$ cat src/rtl/tx_shift_ctrl.sv
// Packet transmit controller: pops bytes from a FWFT FIFO and shifts them out MSB first.
// Optional `define TX_ABORT_EN adds an abort input that returns the FSM to IDLE.
module tx_shift_ctrl #(
  parameter logic IDLE_LEVEL = 1'b1
) (
  input  logic       clk,
  input  logic       rst,
  input  logic       start,
  input  logic       fifo_empty,
  input  logic [7:0] fifo_rdata,
  input  logic       byte_sent,
  input  logic       data_sent,
`ifdef TX_ABORT_EN
  input  logic       abort,
`endif
  output logic       fifo_read,
  output logic       transmitting,
  output logic       serial_out,
  output logic       tx_done,
  output logic [5:0] byte_count
);

  typedef enum logic [2:0] {IDLE, LOAD, SHIFT, STALL, DONE} state_t;

  state_t     state, state_nxt;
  logic [7:0] shift_reg;
  logic [2:0] bit_cnt;
  logic       abort_i;

`ifdef TX_ABORT_EN
  assign abort_i = abort;
`else
  assign abort_i = 1'b0;
`endif

  always_ff @(posedge clk or posedge rst) begin
    if (rst) state <= IDLE;
    else     state <= state_nxt;
  end

  always_comb begin
    state_nxt = state;
    case (state)
      IDLE:  if (start) state_nxt = fifo_empty ? STALL : LOAD;
      LOAD:  state_nxt = SHIFT;
      SHIFT: if (byte_sent) begin
               if (data_sent)        state_nxt = DONE;
               else if (!fifo_empty) state_nxt = LOAD;
               else                  state_nxt = STALL;
             end
      STALL: if (!fifo_empty) state_nxt = LOAD;
      DONE:  state_nxt = IDLE;
      default: state_nxt = IDLE;
    endcase
    if (abort_i) state_nxt = IDLE;
  end

  // Seven shifts bring the LSB to bit 7, where it holds until the timer ends the byte.
  always_ff @(posedge clk or posedge rst) begin
    if (rst) begin
      shift_reg  <= 8'h00;
      bit_cnt    <= 3'd0;
      byte_count <= 6'd0;
    end else if (!abort_i) begin
      if (state == IDLE && start) byte_count <= 6'd0;
      if (state == LOAD) begin
        shift_reg <= fifo_rdata;
        bit_cnt   <= 3'd0;
        if (byte_count != 6'd63) byte_count <= byte_count + 6'd1;
      end else if (state == SHIFT && bit_cnt != 3'd7) begin
        shift_reg <= {shift_reg[6:0], 1'b0};
        bit_cnt   <= bit_cnt + 3'd1;
      end
    end
  end

  assign fifo_read    = (state == LOAD);
  assign transmitting = (state == SHIFT);
  assign tx_done      = (state == DONE);
  assign serial_out   = (state == SHIFT) ? shift_reg[7] : IDLE_LEVEL;

endmodule

$ cat config.mk
export PLATFORM = sky130hd
export DESIGN_NAME = tx_shift_ctrl
export DESIGN_NICKNAME = d
export VERILOG_FILES = /design/src/rtl/tx_shift_ctrl.sv
export SDC_FILE = /design/constraint.sdc
export NUM_CORES = 1
export LEC_CHECK = 0
export ABC_AREA = 1
export CAP_MARGIN = 25
export CORE_MARGIN = 2
export CORE_UTILIZATION = 54
export CTS_CLUSTER_SIZE = 24
export DETAILED_ROUTE_END_ITERATION = 10
export PLACE_DENSITY = 0.86
export SLEW_MARGIN = 25
export SYNTH_ARGS = -nofsm -noshare
export SYNTH_HDL_FRONTEND = slang
export SYNTH_SLANG_ARGS = --single-unit
$ cat constraint.sdc
create_clock -name clk -period 3.69 [get_ports clk]
set_clock_uncertainty 0.05 [all_clocks]
set_input_delay 0.369 -clock clk [delete_from_list [all_inputs] [get_ports clk]]
set_output_delay 0.369 -clock clk [all_outputs]
set_load 0.02 [all_outputs]
Word level (Yosys, flattened, before mapping)
Cells that the tools add are included.
{ "op_classes": {"n_addsub": 2, "div": 0, "muxes": 14, "magnitude_cmp": 0, "shifts": 0, "n_bitwise": 0, "n_eq_ne": 9, "reduce_logical": 5, "mul": 0} }
{ "op_table": {"columns": ["cell", "n"], "rows": [
  ["$mux 3", 6],
  ["$mux 6", 3],
  ["$mux 8", 2],
  ["$pmux 3 s4", 1],
  ["$add 6x1->6 const B", 1],
  ["$eq 3x2->1 const B", 2],
  ["$ne 2x2->1 const B", 3],
  ["$ne 6x6->1 const B", 1],
  ["$add 3x1->3 const B", 1],
  ["$eq 3x1->1 const B", 1],
  ["$eq 3x3->1 const B", 1],
  ["$logic_not 3->1", 1],
  ["$ne 3x3->1 const B", 1],
  ["$reduce_and 3->1", 1],
  ["$logic_and 1x1->1", 2],
  ["$mux 2", 1],
  ["$reduce_bool 2->1", 1],
  ["$mux 1", 1]
]} }
{ "totals": {"input_bits": 14, "register_bits": 20, "mem_bits_rw": 0, "word_cells": 34, "n_memories": 0, "latch_bits": 0, "out_inout_bits": 10, "mem_bits_ro": 0} }

Logic depth before layout (Yosys ltp)
Gate-level depths: netlist (run 1).
{ "depth": {"depth_word": 5, "mapped_depth": 8, "ltp_nobuf": 8} }

Least setup slack after synthesis (run 1)
OpenSTA, ideal clock, no wires.
{ "synth_timing": {"path_kind": "reg2out", "start": "register state[0]", "end": "output serial_out", "n_path_buf": 0, "stages_incl_launch_ff": 4, "required_ns": 3.271, "arrival_time_ns": 1.006, "setup_slack_ns": 2.265, "cell_sequence": "dfrtp_1 > inv_1 > nand3_4 > or2_2"} }
{ "synth_between": {"elab_chain_cells": 2} }
{ "synth_rtl": {"columns": ["element", "line_no", "rtl"], "rows": [
  ["start, declared", "25", "state_t state, state_nxt;"],
  ["start signal, assigned", "38", "else state <= state_nxt;"],
  ["$eq 3x2->1", "80", "assign serial_out = (state == SHIFT) ? shift_reg[7] : IDLE_LEVEL;"],
  ["$mux 1", "80", null],
  ["end, declared", "18", "output logic serial_out,"]
]} }
Every way passes these cells.

Worst setup path in the final report (run 1)
{ "layout_timing": {"start": "register state[2]", "end": "output fifo_read"} }
{ "layout_between": {"elab_chain_cells": 1} }
{ "layout_rtl": {"columns": ["element", "line_no", "rtl"], "rows": [
  ["$eq 3x1->1", "77", "assign fifo_read = (state == LOAD);"],
  ["end, declared", "16", "output logic fifo_read,"]
]} }
Every way passes these cells.

==> run metrics, run 1 <==
Post-CTS Resized=0; Syn Inst Count=153; count leader, synth=nand2_1; Detailed Routing Iterations Pass 1=4; fmax=a little over 400 MHz; Synth area leaders=dfrtp_1 (43%), nand2_1 (18%), inv_1 (5.5%), nor2_1 (5.2%), nand3_1 (4.3%); cell taking the most area after synthesis=dfrtp_1; Seq/Total Area, Yosys=between 40 and 50%; Routed Antenna Nets=0; # diodes=0; Synth top area share=~43%; starting density of the core=between 50% and 60%; Comb power frac=between 50 and 60%; Hold-fix buffers, CTS=0; final std cells w/o fill=about 210; Max Root-Sink Buffers=2; Syn-to-layout area delta=26.5%; worst path bufs/invs=3; Clock Power Share=15.9%; Largest register FFs=8; CTS tree=built; # fillers=144; Hold Vio Cnt, Final=0; Final HPWL DP=1810 um; final setup vio count=0; status=completed; Remaining DRCs=0; dpl cells=slightly above 200; cell family with most CP delay=buffers and inverters; RePlAce Congestion=between 0.7 and 0.8; Vias per Instance=between 5 and 6; die width=around 50 um; Multi-input gate area=561 sq um; post-CTS setup buffers=0; Num Clock Sinks=20; CP Data Arrival Time=~2000 ps; critical-path cell list=inv_2 -> nand3_2 -> inv_4 -> clkdlybuf4s50_1; first-pass GRT wire length=~4400 um; GRT Total Usage=between 20% and 30%; Worst-Margin Slew=between 700 and 800 ps; Post-Route Setup TNS=0 ps; asr flop ratio synth=between 90% and 100%; Inserted Clock Buffers=3; mapped cell area=approximately 1200 sq um; post-layout util=between 70% and 80%; IO Pins=24; Max-slew headroom=between 40% and 50%; Critical Path RT=about 3300 ps; Crit. End Element=output port; Switching Fraction=approximately 45%; leakage power total=around 0.77 nW; Reg power frac=between 30% and 40%; Post-DP Area=approximately 1400 sq um; NumNets Final=197; Die Y-Extent=roughly 50 um; vias in the first global route=a little over 1000; largest net degree at the start of global routing=21; RSZ-0062 raised after global routing=false; Power Dens Cells=roughly 810 nW/um^2; yosys warns=0; H-tree Lvls=1; buffers added on ports=23; CP Max Fanout=12; WL per Instance=around 12 um; share of post-route cells with drive strength above 1=8.38%; Site Rows=16; Pint=between 600 and 700 uW; crit path launch=state[2]$_DFFE_PP0P_; total routed wirelength=~2500 um; Switch Pwr=roughly 530 uW; Final Cycle Share=around 66%; clk slew on worst S/H paths=between 100 and 150 ps; CP Launch Type=register; worst vdd ir=approximately 590 uV; Slew Viols, Final=0; largest stage delay on the critical path=about 630 ps; ys flop type=dfrtp_1; Register Area=between 500 and 600 sq um; Worst R2R Start=byte_count[0]$_DFF_PP0_; Synth top cells by count=nand2_1 (56), dfrtp_1 (20), inv_1 (17); count of unique library cells instantiated by Yosys=21; die footprint=between 2000 and 3000 sq um; GRT overflow=0; slowest CP cell=clkdlybuf4s50_1; syn avg cell area=approximately 7.5 sq um; CP Class=register to output port; DR vias=around 1000; Post-Syn Nets=170; Detailed Route Iter0 Violations=9; Clk Latency, worst-skew pair=320 ps; Final Cell Area=1460 sq um; number of synthesized flops with an enable pin=0; fin crit period=around 2400 ps; #FFs+latches synth=20; Core Region=between 1500 and 2000 sq um; root buffer cell=clkbuf_4; HP Class=primary input to async pin; antenna violations before repair=0; max capacitance violation total=0
power groups by stage:
stage	Combinational, mW	Clock (mW)	Sequential [mW]
after floorplan	0.415	0	0.404
after global placement	0.574	0	0.390
after detailed placement	0.597	0	0.398
after CTS	0.610	0.188	0.393
after global routing	0.677	0.199	0.406
final	0.602	0.188	0.394
cell usage in the layout (no fill, tap or decap), drive strengths merged:
master | netlist | final
o21bai | 2 | 2
nand4 | 3 | 3
inv | 21 | 21
o21ai | 2 | 2
xnor2 | 1 | 1
ha | 3 | 3
nand2 | 56 | 56
a21oi | 9 | 9
bufinv | 0 | 1
dfrtp | 20 | 20
nor3 | 2 | 2
clkbuf | 0 | 3
nand3 | 13 | 13
o211ai | 1 | 1
or2 | 1 | 1
nor2 | 18 | 18
clkdlybuf4s50 | 0 | 23
through the flow:
stage                     power, mW  hold WS, ps  worst slack (ps)
after floorplan               0.819          283              2270
after global placement        0.963          407              1640
after detailed placement      0.994          416              1620
after CTS                      1.19          447              1250
after global routing           1.28          466              1140
final                          1.18          427              1270
layer usage:
layer  wire length (um)  global-route usage (%)
met1               1030                    25.8
met2               1300                    41.7
met3                104                    3.57
met4                 63                    13.0
met5                  0                       0
final timing paths:
check                                           end  slack (ps)  cells after the start
setup / recovery                          fifo_read        1270                      4
hold / removal              byte_count[4]$_DFF_PP0_         430                      2
setup reg to reg            byte_count[0]$_DFF_PP0_        2190                      7
hold reg to reg            shift_reg[2]$_DFFE_PP0P_         440                      2
max in group asynchronous  shift_reg[7]$_DFFE_PP0P_        2680                      2
min in group clk           shift_reg[2]$_DFFE_PP0P_         440                      2
logic make-up after synthesis:
kind of cell,synth area share [%]
compound gates,7.05
xor+xnor,0.759
fa+ha+maj,3.25
buf+inv,8.03
flops,43.4
simple gates,37.5
cell type report:
cell class / count / area share (%)
inverters: 21 / 5.57
clock inverters: 1 / 2.06
clock buffers: 3 / 1.54
flip-flops and latches: 20 / 34.3
repair buffers: 23 / 15.8
well taps: 27 / 2.32
multi-input cells: 111 / 38.4
No activity file was read; power rests on OpenSTA's default activity.
==> run 2, diff against run 1 <==
CORE_UTILIZATION = 50   (was 54)
PLACE_DENSITY = 0.8   (was 0.86)
clock period = 2.3 ns   (was 3.69 ns; I/O delays follow)
==> run 2 against run 1 <==
Core utilization decreased by 7.4 points. Sequential cell count did not move. Clock power is 9.6% higher. Global-route usage down 2.8 points. First-iteration DRC count is 44% higher. Worst hold slack worse by 130 ps. Die area rose by 7.4%. Non-clock buffer count is 1 higher. Cell count rose by 0.97%. Critical path type unchanged.
==> run metrics, run 2 (synthesized netlist as in run 1, its figures left out) <==
status=completed; PnR worst setup slack=152 ps; root buffer cell=clkbuf_4; Reg2Reg Depth=6; Multi-input gate area=between 500 and 600 sq um; Post-Route M1 WL=1060 um; # diodes=0; RSZ-0062 raised after global routing=false; die footprint=~2700 sq um; Largest register FFs=8; Power Dens Cells=between 1000 and 1500 nW/um^2; IO Pins=24; commonest cells after routing, fill and taps aside=nand2_1 (56), clkdlybuf4s50_1 (23), dfrtp_1 (20); RePlAce Congestion=roughly 0.82; Max-slew headroom=about half; Die Y-Extent=52.0 um; Core Region=about 2200 sq um; Remaining DRCs=0; DR vias=between 1000 and 1500; Max Root-Sink Buffers=2; Slew Viols, Final=0; Vias per Instance=slightly below 5; GRT overflow=0; # fillers=a little under 200; largest net degree at the start of global routing=21; vias in the first global route=roughly 940; fin crit period=~2100 ps; Final Power=about 1.8 mW; HP Class=primary input to async pin; post-CTS setup buffers=0; share of post-route cells with drive strength above 1=just under 9%; met3 wire length=68 um; first-pass GRT wire length=4080 um; Register Area=around 500 sq um; dpl cells=roughly 200; DR top layer=met4; buffers added on ports=23; Critical Path RT=2020 ps; Routed Antenna Nets=0; clk slew on worst S/H paths=~110 ps; CP Data Arrival Time=1870 ps; Num Clock Sinks=20; WL per Instance=around 11 um; Hold Vio Cnt, Final=0; GRT Total Usage=20.4%; leakage power total=between 0.7 and 0.8 nW; most common cell after layout, fill and taps aside=nand2_1; Inserted Clock Buffers=3; dpl ws=roughly 490 ps; post-layout util=between 60 and 70%; NumNets Final=198; met2 WL=roughly 1100 um; CTS tree=built; Worst-Margin Slew=768 ps; Post-CTS Resized=0; Detailed Route Iter0 Violations=13; Post-Route Setup TNS=0 ps; CP Class=register to output port; Final Cycle Share=93.4%; R2R setup slack=830 ps; die width=about 52 um; Syn-to-layout area delta=25.8%; fmax=between 400 and 500 MHz; Hold-fix buffers, CTS=0; antenna violations before repair=0; Crit. End Element=output port; final setup vio count=0; total routed wirelength=~2300 um; Site Rows=17; starting density of the core=52.7%; Clk Latency, worst-skew pair=300 ps; CP Max Fanout=7; final std cells w/o fill=~210; Detailed Routing Iterations Pass 1=4; Final HPWL DP=about 1800 um; Worst R2R Start=bit_cnt[0]$_DFFE_PP0P_; worst vdd ir=between 800 and 900 uV; worst r2r dst=shift_reg[4]$_DFFE_PP0P_; H-tree Lvls=1; max capacitance violation total=0; CP Launch Type=register
-- run 2: cell types whose count changed in the layout (fill, tap and decap cells not counted), sizes merged --
cell    delta
buf        +1
bufinv     -1
clkbuf     +1
-- run 2: final cells by class --
type	instances	area share, %
clock buffer	4	2.50
inverter	21	5.60
multi-input combinational	111	38.6
sequential	20	34.5
tap	28	2.41
timing repair buffer	24	16.4
-- run 2: worst max-delay path, stage by stage (launching register included) --
cell and delay [ps]:
dfrtp_1 470, inv_1 140, nand3_4 120, or2_2 300, clkdlybuf4s50_1 540
-- run 2: per-stage QoR --
stage               area (sq um)  hold slack, ps
floorplan                   1150             144
global placement            1420             408
detailed placement          1420             416
CTS                         1450             319
global route                1450             369
finish                      1450             298
-- run 2: how the worst max path moves through the flow --
stage / end / startpoint / slack (ps)
floorplan: byte_count[3]$_DFF_PP0_ / byte_count[0]$_DFF_PP0_ / 920
global placement: serial_out / state[0]$_DFFE_PP0P_ / 520
detailed placement: serial_out / state[0]$_DFFE_PP0P_ / 490
CTS: serial_out / state[0]$_DFFE_PP0P_ / 140
global route: serial_out / state[0]$_DFFE_PP0P_ / 80
finish: serial_out / state[0]$_DFFE_PP0P_ / 150
-- run 2: report_power, final --
| part | total (mW) | switching [mW] | internal [mW] |
|---|---|---|---|
| Sequential | 0.630 | 0.133 | 0.497 |
| Clock | 0.206 | 0.109 | 0.0966 |
| Combinational | 0.964 | 0.577 | 0.386 |
-- run 2: routing by layer --
layer,track usage (%),vias up
met1,26.3,477
met3,3.45,5
met4,6.58,0
met2,34.8,17
met5,0,-
li1,-,535
==> run 3, diff against run 2 <==
CORE_ASPECT_RATIO = 2   (was default)
CORE_UTILIZATION = 40   (was 50)
HOLD_SLACK_MARGIN = 0.02   (was default)
PLACE_DENSITY = 0.67   (was 0.8)
==> run 3 against run 2 <==
Wire length is 0.97% lower. Largest cell class unchanged. Critical path type unchanged. Largest power group unchanged. Highest routed layer unchanged. Sequential cell count did not move. Cell count unchanged. Sequential share of layout area decreased by 0.15 points. Power grew 0.44%. Via count decreased by 0.48%. Register-to-register slack about the same.
==> run metrics, run 3 (synthesized netlist as in run 1, its figures left out) <==
status=completed; # diodes=0; die width=42.0 um; total routed wirelength=2260 um; worst vdd ir=between 600 and 700 uV; Critical Path RT=2020 ps; Hold Slack=around 380 ps; fin crit period=between 2000 and 2500 ps; RSZ-0062 raised after global routing=false; slowest CP cell=clkdlybuf4s50_1; Worst-Margin Slew=767 ps; GRT Total Usage=between 10% and 20%; CTS tree=built; Site Rows=27; RePlAce Congestion=0.822; DR vias=~1000; commonest cells after routing, fill and taps aside=nand2_1 (56), clkdlybuf4s50_1 (23), dfrtp_1 (20); Final HPWL DP=around 1800 um; dpl ws=roughly 480 ps; share of post-route cells with drive strength above 1=8.38%; Detailed Route Iter0 Violations=14; Post-CTS Resized=0; largest net degree at the start of global routing=21; max capacitance violation total=0; Syn-to-layout area delta=26.4%; Largest register FFs=8; CP Data Arrival Time=roughly 1800 ps; Vias per Instance=approximately 5; CP Class=register to output port; Hold-fix buffers, CTS=0; final setup vio count=0; NumNets Final=198; first-pass GRT wire length=roughly 3900 um; CP Max Fanout=7; worst path bufs/invs=2; Final Cycle Share=around nine tenths; leakage power total=between 0.7 and 0.8 nW; IO Pins=24; Crit. End Element=output port; Clk Latency, worst-skew pair=between 200 and 300 ps; H-tree Lvls=1; HP Class=primary input to async pin; root buffer cell=clkbuf_8; Power Dens Cells=1240 nW/um^2; most common cell after layout, fill and taps aside=nand2_1; Inserted Clock Buffers=3; post-CTS setup buffers=0; buffers added on ports=23; antenna violations before repair=0; WL per Instance=10.9 um; Hold Vio Cnt, Final=0; clk slew on worst S/H paths=roughly 70 ps; Detailed Routing Iterations Pass 1=3; Routed Antenna Nets=0; Max Root-Sink Buffers=2; Die Y-Extent=79.9 um; Slew Viols, Final=0; Remaining DRCs=0; PnR worst setup slack=around 210 ps; crit path launch=state[0]$_DFFE_PP0P_; fmax=~480 MHz; Core Region=between 2000 and 3000 sq um; vias in the first global route=between 900 and 1000; Worst R2R Start=bit_cnt[0]$_DFFE_PP0P_; # fillers=272; GRT overflow=0; largest stage delay on the critical path=530 ps; cell family with most CP delay=buffers and inverters; Post-Route Setup TNS=0 ps; critical-path cell list=inv_1 -> nand3_4 -> or2_2 -> clkdlybuf4s50_1; CP Launch Type=register; die footprint=approximately 3400 sq um; Max-slew headroom=48.8%; starting density of the core=a little over two fifths; Final Power=about 1.8 mW; Num Clock Sinks=20
-- run 3: power breakdown --
part	leakage, nW	internal, mW	switching, mW
sequential	0.257	0.499	0.133
combinational	0.493	0.385	0.573
clock	0.0216	0.116	0.101
total	0.772	1.00	0.808
-- run 3: final timing paths --
kind | endpoint | slack [ps] | cells past startpoint
max | serial_out | 210 | 4
min | bit_cnt[0]$_DFFE_PP0P_ | 380 | 2
max reg2reg | shift_reg[1]$_DFFE_PP0P_ | 840 | 6
min reg2reg | bit_cnt[1]$_DFFE_PP0P_ | 430 | 2
max in group asynchronous | byte_count[0]$_DFF_PP0_ | 1340 | 2
min in group clk | bit_cnt[1]$_DFFE_PP0P_ | 430 | 2
-- run 3: routing by layer --
| layer | up-vias | part of all wire (%) | GRT usage, % |
|---|---|---|---|
| li1 | 533 | - | - |
| met1 | 472 | 41 | 16.8 |
| met2 | 20 | 54 | 26.3 |
| met3 | 4 | 3.0 | 1.58 |
| met4 | 0 | 1.9 | 5.16 |
| met5 | - | 0 | 0 |
-- run 3: cell type report --
cell class	instances	area [sq um]	share of cell area, %
flip-flops and latches	20	500	34.3
multi-input cells	111	561	38.5
clock buffers	3	41.3	2.83
repair buffers	24	238	16.3
well taps	29	36.3	2.49
inverters	21	81.3	5.58
-- run 3: stage by stage --
stage / cells / cell area, sq um / util [%]
final: 208 / 1460 / 53.3
after CTS: 208 / 1460 / 53.3
after global routing: 208 / 1460 / 53.3
after detailed placement: 205 / 1420 / 51.8
after global placement: 205 / 1420 / 51.8
after floorplan: 153 / 1150 / -
-- run 3: worst reg2reg max path, cell delays in order, from the launching register on --
cell and delay [ps]:
dfrtp_1 410, ha_1 210, ha_1 250, nor2_8 240
nor2_8 80, nand2_1 60, nand2_1 50
